==> src/rtl/aes_wb_pkg.sv <==
// Shared types and constants for the AES result writeback block.
// Holds the FSM state encoding, the beat geometry and the DIR encodings.
package aes_wb_pkg;

    typedef enum logic [1:0] {
        ST_IDLE  = 2'd0,
        ST_WAIT  = 2'd1,
        ST_WRITE = 2'd2,
        ST_DONE  = 2'd3
    } state_e;

    localparam int NBEATS = 4;
    localparam int BEAT_W = 2;

    localparam logic DIR_ENC = 1'b0;
    localparam logic DIR_DEC = 1'b1;

endpackage

==> src/rtl/aes_result_writeback_beat_mux.sv <==
// Combinational 128-to-32 word select: beat 0 -> bits [31:0], beat 3 -> bits [127:96].
module beat_mux
    import aes_wb_pkg::*;
(
    input  logic [127:0]      word_i,
    input  logic [BEAT_W-1:0] beat_i,
    output logic [31:0]       word_o
);

    assign word_o = word_i[32*beat_i +: 32];

endmodule

==> src/rtl/aes_result_writeback.sv <==
// Collects a 128-bit AES/inverse-AES result and writes it to four consecutive
// general registers as 32-bit beats through a GRANT handshake.
module aes_result_writeback
    import aes_wb_pkg::*;
#(
    parameter int AES_LATENCY = 11,
    parameter int CNT_W       = 8
) (
    input  logic         CLK,
    input  logic         RST,
    input  logic         START,
    input  logic         DIR,
    input  logic [4:0]   BASE,
    input  logic [127:0] AES_CIPHER,
    input  logic [127:0] AES_INVPLAIN,
    input  logic         GRANT,
    output logic         REQ,
    output logic [4:0]   A3,
    output logic [31:0]  WB,
    output logic         WE,
    output logic         BUSY,
    output logic         DONE
);

    localparam logic [CNT_W-1:0]  CNT_LOAD  = CNT_W'(AES_LATENCY - 1);
    localparam logic [BEAT_W-1:0] LAST_BEAT = BEAT_W'(NBEATS - 1);

    state_e              state_q, state_d;
    logic [CNT_W-1:0]    cnt_q,   cnt_d;
    logic [BEAT_W-1:0]   beat_q,  beat_d;
    logic [127:0]        hold_q,  hold_d;
    logic                dir_q,   dir_d;
    logic [4:0]          base_q,  base_d;

    logic                cap_dir;
    logic [127:0]        cap_word;
    logic [4:0]          wr_addr;
    logic [31:0]         beat_word;

    // In IDLE the capture path (only used when AES_LATENCY==1) sees DIR live.
    assign cap_dir  = (state_q == ST_IDLE) ? DIR : dir_q;
    assign cap_word = (cap_dir == DIR_DEC) ? AES_INVPLAIN : AES_CIPHER;

    // 5-bit add wraps naturally: BASE=30 targets r30, r31, r0, r1.
    assign wr_addr = base_q + 5'(beat_q);

    beat_mux u_beat_mux (
        .word_i (hold_q),
        .beat_i (beat_q),
        .word_o (beat_word)
    );

    // NOTE: sequential state uses non-blocking assignments so every register
    // samples pre-edge values; the holding register is reset too, because it
    // drives WB and must read as zero after an abort.
    always_ff @(posedge CLK or negedge RST) begin
        if (!RST) begin
            state_q <= ST_IDLE;
            cnt_q   <= '0;
            beat_q  <= '0;
            hold_q  <= '0;
            dir_q   <= 1'b0;
            base_q  <= '0;
        end else begin
            state_q <= state_d;
            cnt_q   <= cnt_d;
            beat_q  <= beat_d;
            hold_q  <= hold_d;
            dir_q   <= dir_d;
            base_q  <= base_d;
        end
    end

    // NOTE: every signal gets a hold-value default first so no path infers a latch.
    always_comb begin
        state_d = state_q;
        cnt_d   = cnt_q;
        beat_d  = beat_q;
        hold_d  = hold_q;
        dir_d   = dir_q;
        base_d  = base_q;

        case (state_q)
            ST_IDLE: begin
                if (START) begin
                    dir_d  = DIR;
                    base_d = BASE;
                    cnt_d  = CNT_LOAD;
                    if (AES_LATENCY == 1) begin
                        hold_d  = cap_word;
                        beat_d  = '0;
                        state_d = ST_WRITE;
                    end else begin
                        state_d = ST_WAIT;
                    end
                end
            end
            ST_WAIT: begin
                // Capture on the edge where the counter steps to zero.
                if (cnt_q <= CNT_W'(1)) begin
                    cnt_d   = '0;
                    hold_d  = cap_word;
                    beat_d  = '0;
                    state_d = ST_WRITE;
                end else begin
                    cnt_d = cnt_q - 1'b1;
                end
            end
            ST_WRITE: begin
                if (GRANT) begin
                    if (beat_q == LAST_BEAT) begin
                        beat_d  = '0;
                        state_d = ST_DONE;
                    end else begin
                        beat_d = beat_q + 1'b1;
                    end
                end
            end
            ST_DONE: begin
                state_d = ST_IDLE;
            end
            default: begin
                state_d = ST_IDLE;
            end
        endcase
    end

    always_comb begin
        REQ  = 1'b0;
        A3   = '0;
        WB   = '0;
        WE   = 1'b0;
        BUSY = 1'b0;
        DONE = 1'b0;

        case (state_q)
            ST_WAIT: begin
                BUSY = 1'b1;
            end
            ST_WRITE: begin
                BUSY = 1'b1;
                REQ  = 1'b1;
                A3   = wr_addr;
                WB   = beat_word;
                // A beat aimed at r0 is consumed without a write so x0 stays zero.
                WE   = GRANT && (wr_addr != 5'd0);
            end
            ST_DONE: begin
                BUSY = 1'b1;
                DONE = 1'b1;
            end
            default: ;
        endcase
    end

endmodule
==> config.mk <==
export PLATFORM = sky130hd
export DESIGN_NAME = aes_result_writeback
export DESIGN_NICKNAME = d
export VERILOG_FILES = /design/src/rtl/aes_wb_pkg.sv /design/src/rtl/aes_result_writeback_beat_mux.sv /design/src/rtl/aes_result_writeback.sv
export SDC_FILE = /design/constraint.sdc
export NUM_CORES = 1
export LEC_CHECK = 0
export CAP_MARGIN = 20
export CORE_UTILIZATION = 25
export CTS_CLUSTER_SIZE = 25
export DETAILED_ROUTE_END_ITERATION = 7
export GPL_ROUTABILITY_DRIVEN = 0
export SYNTH_ARGS = -nofsm -noshare
export SYNTH_HDL_FRONTEND = slang
export SYNTH_SLANG_ARGS = --single-unit
==> constraint.sdc <==
create_clock -name CLK -period 4.3 [get_ports CLK]
set_input_delay 0.86 -clock CLK [delete_from_list [all_inputs] [get_ports CLK]]
set_output_delay 0.86 -clock CLK [all_outputs]
set_load 0.005 [all_outputs]
* After elaboration in Yosys (flattened, before gate mapping) *
Index checks and enable logic that the tools add are counted.

operators by class
  shift-type cells = 1
  $add $sub $neg = 3
  muxes and demuxes = 20
  equal/unequal tests = 8
  order comparisons = 1
  reductions and logical operators = 11

operators by type and width
  cell                 number
  $mux 128             1
  $shiftx 128x8->32    1
  $mux 32              1
  $mux 8               2
  $pmux 8 s2           1
  $mux 2               7
  $le 8x1->1 const B   1
  $ne 2x2->1 const B   4
  $pmux 2 s4           1
  $sub 8x1->8 const B  1
  $eq 2x2->1 const B   3
  $reduce_and 2->1     3
  $add 5x2->5          1
  $mux 1               5
  $mux 5               1
  $reduce_bool 5->1    1
  $pmux 2 s2           1
  $reduce_and 4->1     1
  $reduce_bool 2->1    2
  $reduce_and 3->1     1
  $reduce_or 3->1      1
  $add 2x1->2 const B  1
  $eq 2x1->1 const B   1
  $logic_not 2->1      1
  $logic_and 1x1->1    1

storage, ports and cells
  bits in registers = 146
  input port bits = 266
  output and inout port bits = 41
  word-level logic and storage cells = 50

* Logic depth before layout (Yosys ltp) *
Gate-level depths: netlist of run 1.

  depth in word-level cells = 4
  mapped depth = 11
  gate-level depth less buffers = 6

* Modules after synthesis *
A second synthesis of run 1 with hierarchy kept.

second synthesis, totals
  cells, all modules = 745
  area total of the unflattened synthesis = 7,968.9 um2

by module, submodules not included
  module                cells each  seq. area each (um2)  area an instance (um2)  instances
  aes_result_writeback  706         3,653.5               7,154.4                 1
  beat_mux              39          0.0                   814.5                   1

* Worst setup path after synthesis of run 1 *
OpenSTA, ideal clock, no wires.

  kind = register to output
  start = reg beat_q[0]
  end = out WB[10]
  data required time = 3.440 ns
  path slack = 1.695 ns
  arrival time = 1.745 ns
  stages on the path, launching flop included = 5
  path through = dfrtp_1 -> clkbuf_1 -> buf_2 -> mux4_2 -> and2_1

on the way
  longest elaborated chain between the ends = 2

RTL lines
  what                    RTL line                             text
  start, declared         aes_result_writeback.sv:30           logic [BEAT_W-1:0] beat_q, beat_d;
  start signal, assigned  aes_result_writeback.sv:67           beat_q <= beat_d;
  $shiftx 128x8->32       aes_result_writeback_beat_mux.sv:10  assign word_o = word_i[32*beat_i +: 32];
  $mux 32                 aes_result_writeback.sv:136          case (state_q)
  end, declared           aes_result_writeback.sv:19           output logic [31:0] WB,

No other way between the ends.

* Final worst setup path of run 1 *
  start = reg beat_q[0]
  end = out WE

on the way
  longest elaborated chain between the ends = 4

RTL lines
  what               RTL line                     text
  $add 5x2->5        aes_result_writeback.sv:45   assign wr_addr = base_q + 5'(beat_q);
  $reduce_bool 5->1  aes_result_writeback.sv:146  WE = GRANT && (wr_addr != 5'd0);
  $logic_and 1x1->1  aes_result_writeback.sv:146
  $mux 1             aes_result_writeback.sv:136
  end, declared      aes_result_writeback.sv:20   output logic WE,

No other way between the ends.

==> results.rst, run 1 <==
.. list-table::
   :header-rows: 1

   * - Metric
     - Value
   * - Diode insertion count for antenna repair
     - 0
   * - Fraction of final layout cells sized beyond drive strength 1
     - 8.47%
   * - Dominant cell by count in the synthesized netlist
     - sky130_fd_sc_hd__dfrtp_1
   * - Number of instances in the synthesized netlist
     - 751
   * - Leakage dissipation
     - 5.80 nW
   * - Launching point of the worst reg2reg path
     - state_q[1]
   * - Power per unit of standard cell area
     - 267 mW/mm2
   * - Fraction of the mapped netlist area in compound gates
     - 10.1%
   * - Mean number of vias per cell
     - 4.40
   * - Peak supply drop
     - 0.242 mV
   * - Cell type with the largest total area after synthesis
     - sky130_fd_sc_hd__dfrtp_1
   * - Adder-Cell Fraction of Synth Area
     - 1.66%
   * - DRC violations left
     - 0
   * - Starting DRT DRC Count
     - 209
   * - Synth Area in XOR/XNOR
     - 0.438%
   * - Final Routed Wirelength
     - 22400 um
   * - Portion of netlist area occupied by mux cells
     - 26.1%
   * - Setup slack of the most critical reg-to-reg path
     - 1.50 ns
   * - Worst Reg-to-Reg Cells
     - 7
   * - Type of the tightest min-delay check
     - in2async
   * - Num rows
     - 65
   * - Largest fanout on the critical path
     - 19
   * - Buffer type at the clock tree root
     - sky130_fd_sc_hd__clkbuf_16
   * - CP Launch Type
     - flop
   * - Net count of the mapped netlist
     - 1027
   * - End of the worst register-to-register path
     - hold_q[77]
   * - Switch share
     - 22.2%
   * - First-pass GRT wire length
     - 36000 um
   * - Clock Pin Slew Worst Setup and Hold Paths
     - 0.06 ns
   * - Clock group share of total power
     - 47.0%
   * - Total core area
     - 0.0316 mm2
   * - Run status
     - completed
   * - RSZ-0062 raised after global routing
     - false
   * - Number of gates resized after cts
     - 0
   * - Number of antenna violations at the first check in global routing
     - 0
   * - Post-placement setup slack
     - 1.10 ns
   * - Count of cell types in the netlist
     - 37
   * - Ranking of synthesized cells by instance count
     - 146 x sky130_fd_sc_hd__dfrtp_1, 137 x sky130_fd_sc_hd__nand2_1, 129 x sky130_fd_sc_hd__mux2i_1
   * - Mapped Avg Cell Area
     - 10.6 um2
   * - Critical path data required time
     - 3.44 ns
   * - Synthesis Warnings
     - 0
   * - Category of the critical setup timing path
     - reg2out
   * - Top-level I/O count
     - 307
   * - Clock Latency Late Sink
     - 0.42 ns
   * - Antenna Nets Post-Route
     - 0
   * - Number of hold buffers added after CTS
     - 0
   * - Setup_tns
     - 0 ns
   * - Final worst path period share
     - 83.4%
   * - Combinational family with the most area after synthesis
     - multiplexers
   * - Final global-route overflow total
     - 0
   * - Area fraction in and, or, nand and nor cells after synthesis
     - 11.4%
   * - H-Tree Level Count
     - 4
   * - Total track usage
     - 14.2%
   * - Net switching power figure
     - 0.000709 W
   * - Final-report hold violation count
     - 0
   * - Internal Power
     - 0.00249 W
   * - Async SR Flop Fraction
     - 100%
   * - First-pass detailed-route iteration total
     - 4
   * - Transition time at the pin with the least slew margin
     - 0.952 ns
   * - Port Buffers
     - 306
   * - Final setup viols
     - 0
   * - Area added between synthesis and finish
     - 49.5%
   * - Final slew viol count
     - 0
   * - Maxcap violations
     - 0
   * - Arrival time of the worst setup path
     - 2.73 ns
   * - Sink count of the clock tree
     - 146
   * - Post-synthesis sequential area ratio
     - 45.7%
   * - Upper clock frequency limit
     - 0.279 GHz
   * - Die Ht
     - 181 um
   * - Starting density of the core
     - 25.3%
   * - Number of enable-type register cells in the synthesized netlist
     - 0
   * - Total Nets Final
     - 1302
   * - Area contributors post-synth
     - sky130_fd_sc_hd__dfrtp_1 46%, sky130_fd_sc_hd__mux2i_1 16%, sky130_fd_sc_hd__mux4_2 9.0%
   * - Final setup margin
     - 0.715 ns
   * - Number of buffers between clock root and the deepest sink
     - 2
   * - Via count
     - 6345
   * - WL/cell
     - 15.5 um
   * - Worst relative slew slack
     - 36.6%
   * - TritonCTS clock tree
     - yes
   * - Number of CTS-inserted buffers
     - 17
   * - Maximum number of pins on one net before global-route repair
     - 161
   * - Mapped cell area
     - 0.00800 mm2
   * - Area share of the leading cell type in the synthesized netlist
     - 45.7%
   * - Shortest clock period the worst path allows after layout
     - 3.59 ns
   * - Worst clock skew
     - 0.00823 ns
   * - Final HPWL DP
     - 16700 um
   * - Critical path endpoint category
     - output pin
   * - Flop and latch count out of synthesis
     - 146
   * - Prevailing post-synth register cell
     - sky130_fd_sc_hd__dfrtp_1
   * - Via count of the first global-routing pass
     - 6601
   * - Horiz. Die Dim
     - 181 um
   * - Overall die area
     - 0.0327 mm2
   * - Logic gate share of total power
     - 10.1%
   * - Power share of the sequential group
     - 43.0%
   * - Post-CTS setup buffer count
     - 0
==> worst max path at each step <==
stage,cells after the start,end,start
2_1_floorplan,4,WB[10],beat_q[0]
3_3_place_gp,7,WE,beat_q[0]
3_5_place_dp,4,WB[11],beat_q[0]
4_1_cts,4,WB[11],beat_q[0]
5_1_grt,7,WE,beat_q[0]
6_report,7,WE,beat_q[0]
==> critical path, cell delays in order, from the launching register on <==
cell and delay [ns]:
sky130_fd_sc_hd__dfrtp_2 0.62, sky130_fd_sc_hd__ha_1 0.32, sky130_fd_sc_hd__fa_1 0.43, sky130_fd_sc_hd__nor3_1 0.20
sky130_fd_sc_hd__a31oi_1 0.06, sky130_fd_sc_hd__nor3_1 0.13, sky130_fd_sc_hd__a21oi_1 0.09, sky130_fd_sc_hd__clkdlybuf4s50_1 0.46
==> routing by layer <==
layer	up-vias	wire (um)	track usage, %
met4	0	225	3.83
li1	3194	-	-
met3	9	1120	3.14
met2	185	10900	24.2
met1	2957	10100	17.9
met5	-	0	0
==> cells in the final DEF, fill, tap and decap left out, drive strengths merged, types with 11 or more instances in the layout <==
cell,n
mux4,32
o21ai,135
clkdlybuf4s50,305
mux2i,129
inv,11
dfrtp,146
and2,36
clkbuf,19
nand2,137
==> power by group through the flow <==
stage               Combinational [W]  Clock [W]  Sequential (W)
CTS                          0.000329    0.00155         0.00137
finish                       0.000321    0.00150         0.00137
detailed placement           0.000327          0         0.00140
floorplan                   0.0000378          0         0.00140
global route                 0.000349    0.00161         0.00137
global placement             0.000325          0         0.00140
==> through the flow <==
step	power, W	util (%)	cells	cell area (um2)	hold WS, ns
final	0.00320	37.9	1441	12000	0.435
after global routing	0.00333	37.9	1441	12000	0.474
after CTS	0.00325	37.9	1441	12000	0.462
after detailed placement	0.00173	36.0	1409	11400	0.467
after global placement	0.00172	36.0	1409	11400	0.459
after floorplan	0.00144	-	751	8000	0.445
==> layout make-up <==
type	instances	area [um2]
flip-flops and latches	146	3660
repair buffers	314	3170
well taps	402	503
multi-input cells	539	4000
clock buffers	19	443
clock inverters	13	151
inverters	8	30.0
fillers	3166	19600
==> state kept, by name, summed over array words and instances, names as in the netlist <==
register,count
dir_q,1
cnt_q,8
base_q,5
hold_q,128
state_q,2
beat_q,2
==> logic make-up (layout without fill, tap and decap cells) <==
kind of cell	Yosys count	count (layout)
simple gates	202	202
mux	168	168
compound gates	155	155
flops	146	146
buf+inv	66	354
fa+ha+maj	10	10
xor+xnor	4	4
Note: power is estimated with default switching activity, not from simulation.
==> run 2: changes to the inputs <==
==> constraint.sdc (replaced) <==
create_clock -name CLK -period 3 [get_ports CLK]
set_input_delay 0.6 -clock CLK [delete_from_list [all_inputs] [get_ports CLK]]
set_output_delay 0.6 -clock CLK [all_outputs]
set_load 0.005 [all_outputs]
==> run 2 against run 1 <==
Effect of this change:
- via count increased by 1.3%
- sequential share of layout area down 0.36 points
- combinational power increased by 45%
- routed wire length rose by 1.6%
- hold slack worse by 0.35 ns
- utilization rose by 0.45 points
- first-iteration DRC count rose by 52%
- flip-flop and latch count did not move
- clock-buffer cell count rose by 1
- non-clock buffer count rose by 10
- critical path type unchanged
- critical endpoint is now A3[4]
==> results.rst, run 2 (synthesized netlist as in run 1, its figures left out) <==
.. list-table::
   :header-rows: 1

   * - Metric
     - Value
   * - Maxcap violations
     - 0 (unchanged)
   * - Area added between synthesis and finish
     - 51.2%
   * - Arrival time of the worst setup path
     - 2.30 ns (-0.43 ns)
   * - Final setup viols
     - 0 (unchanged)
   * - Worst Reg-to-Reg Cells
     - 7 (unchanged)
   * - Peak supply drop
     - 0.359 mV (+48%)
   * - CP Launch Point
     - beat_q[0]
   * - Total core area
     - 0.0316 mm2 (unchanged)
   * - Critical path destination
     - A3[4]
   * - Diode insertion count for antenna repair
     - 0 (unchanged)
   * - Area taken by flip-flops and latches
     - 0.00366 mm2 (unchanged)
   * - Leakage dissipation
     - 5.88 nW (+1.3%)
   * - Final Routed Wirelength
     - 22800 um (+1.6%)
   * - End of the worst register-to-register path
     - hold_q[77]
   * - Number of hold buffers added after CTS
     - 0 (unchanged)
   * - Setup_tns
     - 0 ns (unchanged)
   * - Number of CTS-inserted buffers
     - 17 (unchanged)
   * - Via count of the first global-routing pass
     - 6522 (-1.2%)
   * - WL/cell
     - 15.7 um (+0.94%)
   * - Commonest cells after routing, fill and taps aside
     - 304 x sky130_fd_sc_hd__clkdlybuf4s50_1, 144 x sky130_fd_sc_hd__dfrtp_1, 137 x sky130_fd_sc_hd__nand2_1
   * - Antenna Nets Post-Route
     - 0 (unchanged)
   * - Clock Pin Slew Worst Setup and Hold Paths
     - 0.07 ns (about the same)
   * - Fraction of final layout cells sized beyond drive strength 1
     - 9.63% (+1.2 points)
   * - Total track usage
     - 14.2% (+0.047 points)
   * - Final global-route overflow total
     - 0 (unchanged)
   * - Sink count of the clock tree
     - 146 (unchanged)
   * - Overall die area
     - 0.0327 mm2 (unchanged)
   * - Top-level I/O count
     - 307 (unchanged)
   * - Transition time at the pin with the least slew margin
     - 0.799 ns (-0.152 ns)
   * - Maximum number of pins on one net before global-route repair
     - 173 (+7.5%)
   * - Starting DRT DRC Count
     - 317 (+52%)
   * - Post-CTS setup buffer count
     - 0 (unchanged)
   * - Critical path data required time
     - 2.40 ns (-1.04 ns)
   * - Critical path endpoint category
     - output pin
   * - Cell count after placement
     - 1418 (+0.64%)
   * - Power per unit of standard cell area
     - 375 mW/mm2 (+40%)
   * - Via count
     - 6428 (+1.3%)
   * - Count of placed standard cells in the final layout, fillers left out
     - 1451 (+0.69%)
   * - Run status
     - completed
   * - Number of antenna violations at the first check in global routing
     - 0 (unchanged)
   * - Horiz. Die Dim
     - 181 um (unchanged)
   * - Number of buffers between clock root and the deepest sink
     - 2 (unchanged)
   * - Upper clock frequency limit
     - 0.345 GHz
   * - Final HPWL DP
     - 16700 um (about the same)
   * - DRC violations left
     - 0 (unchanged)
   * - Max reg flops
     - 128 (unchanged)
   * - Combined area of the multi-input logic cells
     - 0.00402 mm2 (+0.50%)
   * - Final-report hold violation count
     - 0 (unchanged)
   * - Buffer type at the clock tree root
     - sky130_fd_sc_hd__clkbuf_16
   * - Final slew viol count
     - 0 (unchanged)
   * - CP Launch Type
     - flop
   * - Starting density of the core
     - 25.3% (unchanged)
   * - Category of the critical setup timing path
     - reg2out
   * - Num rows
     - 65 (unchanged)
   * - Setup slack of the most critical reg-to-reg path
     - 0.68 ns (-0.82 ns)
   * - Mean number of vias per cell
     - 4.43 (+0.61%)
   * - Clock Latency Late Sink
     - 0.42 ns (about the same)
   * - Final worst path period share
     - 96.7%
   * - Most flops, register
     - hold_q
   * - First-pass detailed-route iteration total
     - 4 (unchanged)
   * - H-Tree Level Count
     - 4 (unchanged)
   * - Die Ht
     - 181 um (unchanged)
   * - Worst relative slew slack
     - 46.7% (+10 points)
   * - Total Nets Final
     - 1312 (+0.77%)
   * - TritonCTS clock tree
     - yes
   * - Launching point of the worst reg2reg path
     - state_q[1]
   * - Number of fillers in the final layout
     - 3143 (-0.73%)
   * - Worst clock skew
     - 0.0125 ns (+0.00424 ns)
   * - Registers with the most flip-flops
     - hold_q (128), cnt_q (8), base_q (5)
   * - Largest fanout on the critical path
     - 4 (-15)
   * - Most common library cell in the layout ignoring fill and taps
     - sky130_fd_sc_hd__clkdlybuf4s50_1
   * - Port Buffers
     - 306 (unchanged)
   * - Shortest clock period the worst path allows after layout
     - 2.90 ns
   * - Type of the tightest min-delay check
     - in2async
   * - First-pass GRT wire length
     - 36100 um (+0.23%)
-- run 2: area by class of cell --
type / count / share of cell area, %
Timing Repair Buffer: 324 / 27.4
Sequential cell: 146 / 30.2
Tap cell: 402 / 4.16
Inverter: 8 / 0.248
Multi-Input combinational cell: 539 / 33.2
Clock buffer: 20 / 3.78
Clock inverter: 12 / 1.01
-- run 2: layer usage --
| metal | track usage [%] | vias up | routed length, um |
|---|---|---|---|
| li1 | - | 3227 | - |
| met1 | 18.0 | 2985 | 10000 |
| met2 | 24.3 | 204 | 11200 |
| met3 | 3.14 | 12 | 1240 |
| met4 | 3.76 | 0 | 240 |
| met5 | 0 | - | 0 |
-- run 2: what timing repair did --
action | 4_1_cts | 5_1_grt
resized for setup | 3 | 3
endpoints found under the setup margin | 2 | 14
pin swaps | 2 | 2
cloned | 0 | 1
endpoints found under the hold margin | 0 | 0
-- run 2: worst max-delay path, cell delays in order (launching register included) --
cell	delay, ns
sky130_fd_sc_hd__dfrtp_2	0.48
sky130_fd_sc_hd__ha_4	0.20
sky130_fd_sc_hd__fa_2	0.37
sky130_fd_sc_hd__nand3_1	0.10
sky130_fd_sc_hd__xnor2_1	0.11
sky130_fd_sc_hd__and2_1	0.14
sky130_fd_sc_hd__clkdlybuf4s50_1	0.49
-- run 2: worst min-delay path by stage --
stage,cells after the start,to,slack [ns],from
6_report,1,hold_q[99],0.09,RST
3_5_place_dp,2,hold_q[79],0.47,hold_q[79]
4_1_cts,1,hold_q[99],0.09,RST
2_1_floorplan,0,base_q[0],0.30,RST
3_3_place_gp,2,hold_q[82],0.46,hold_q[82]
5_1_grt,1,hold_q[99],0.10,RST
-- run 2: through the flow --
step	hold slack, ns	utilization (%)	area, um2	setup slack [ns]	total power (W)
6_report	0.0878	38.3	12100	0.0980	0.00453
5_1_grt	0.103	38.3	12100	-0.00173	0.00473
4_1_cts	0.0917	38.2	12000	0.0296	0.00463
3_5_place_dp	0.470	36.3	11500	0.352	0.00248
3_3_place_gp	0.458	36.3	11500	0.352	0.00248
2_1_floorplan	0.304	-	8000	0.655	0.00206
-- run 2: where the power goes --
part | switching (W) | internal (W)
clock network | 0.000898 | 0.00120
registers | 0 | 0.00197
logic | 0.000128 | 0.000338
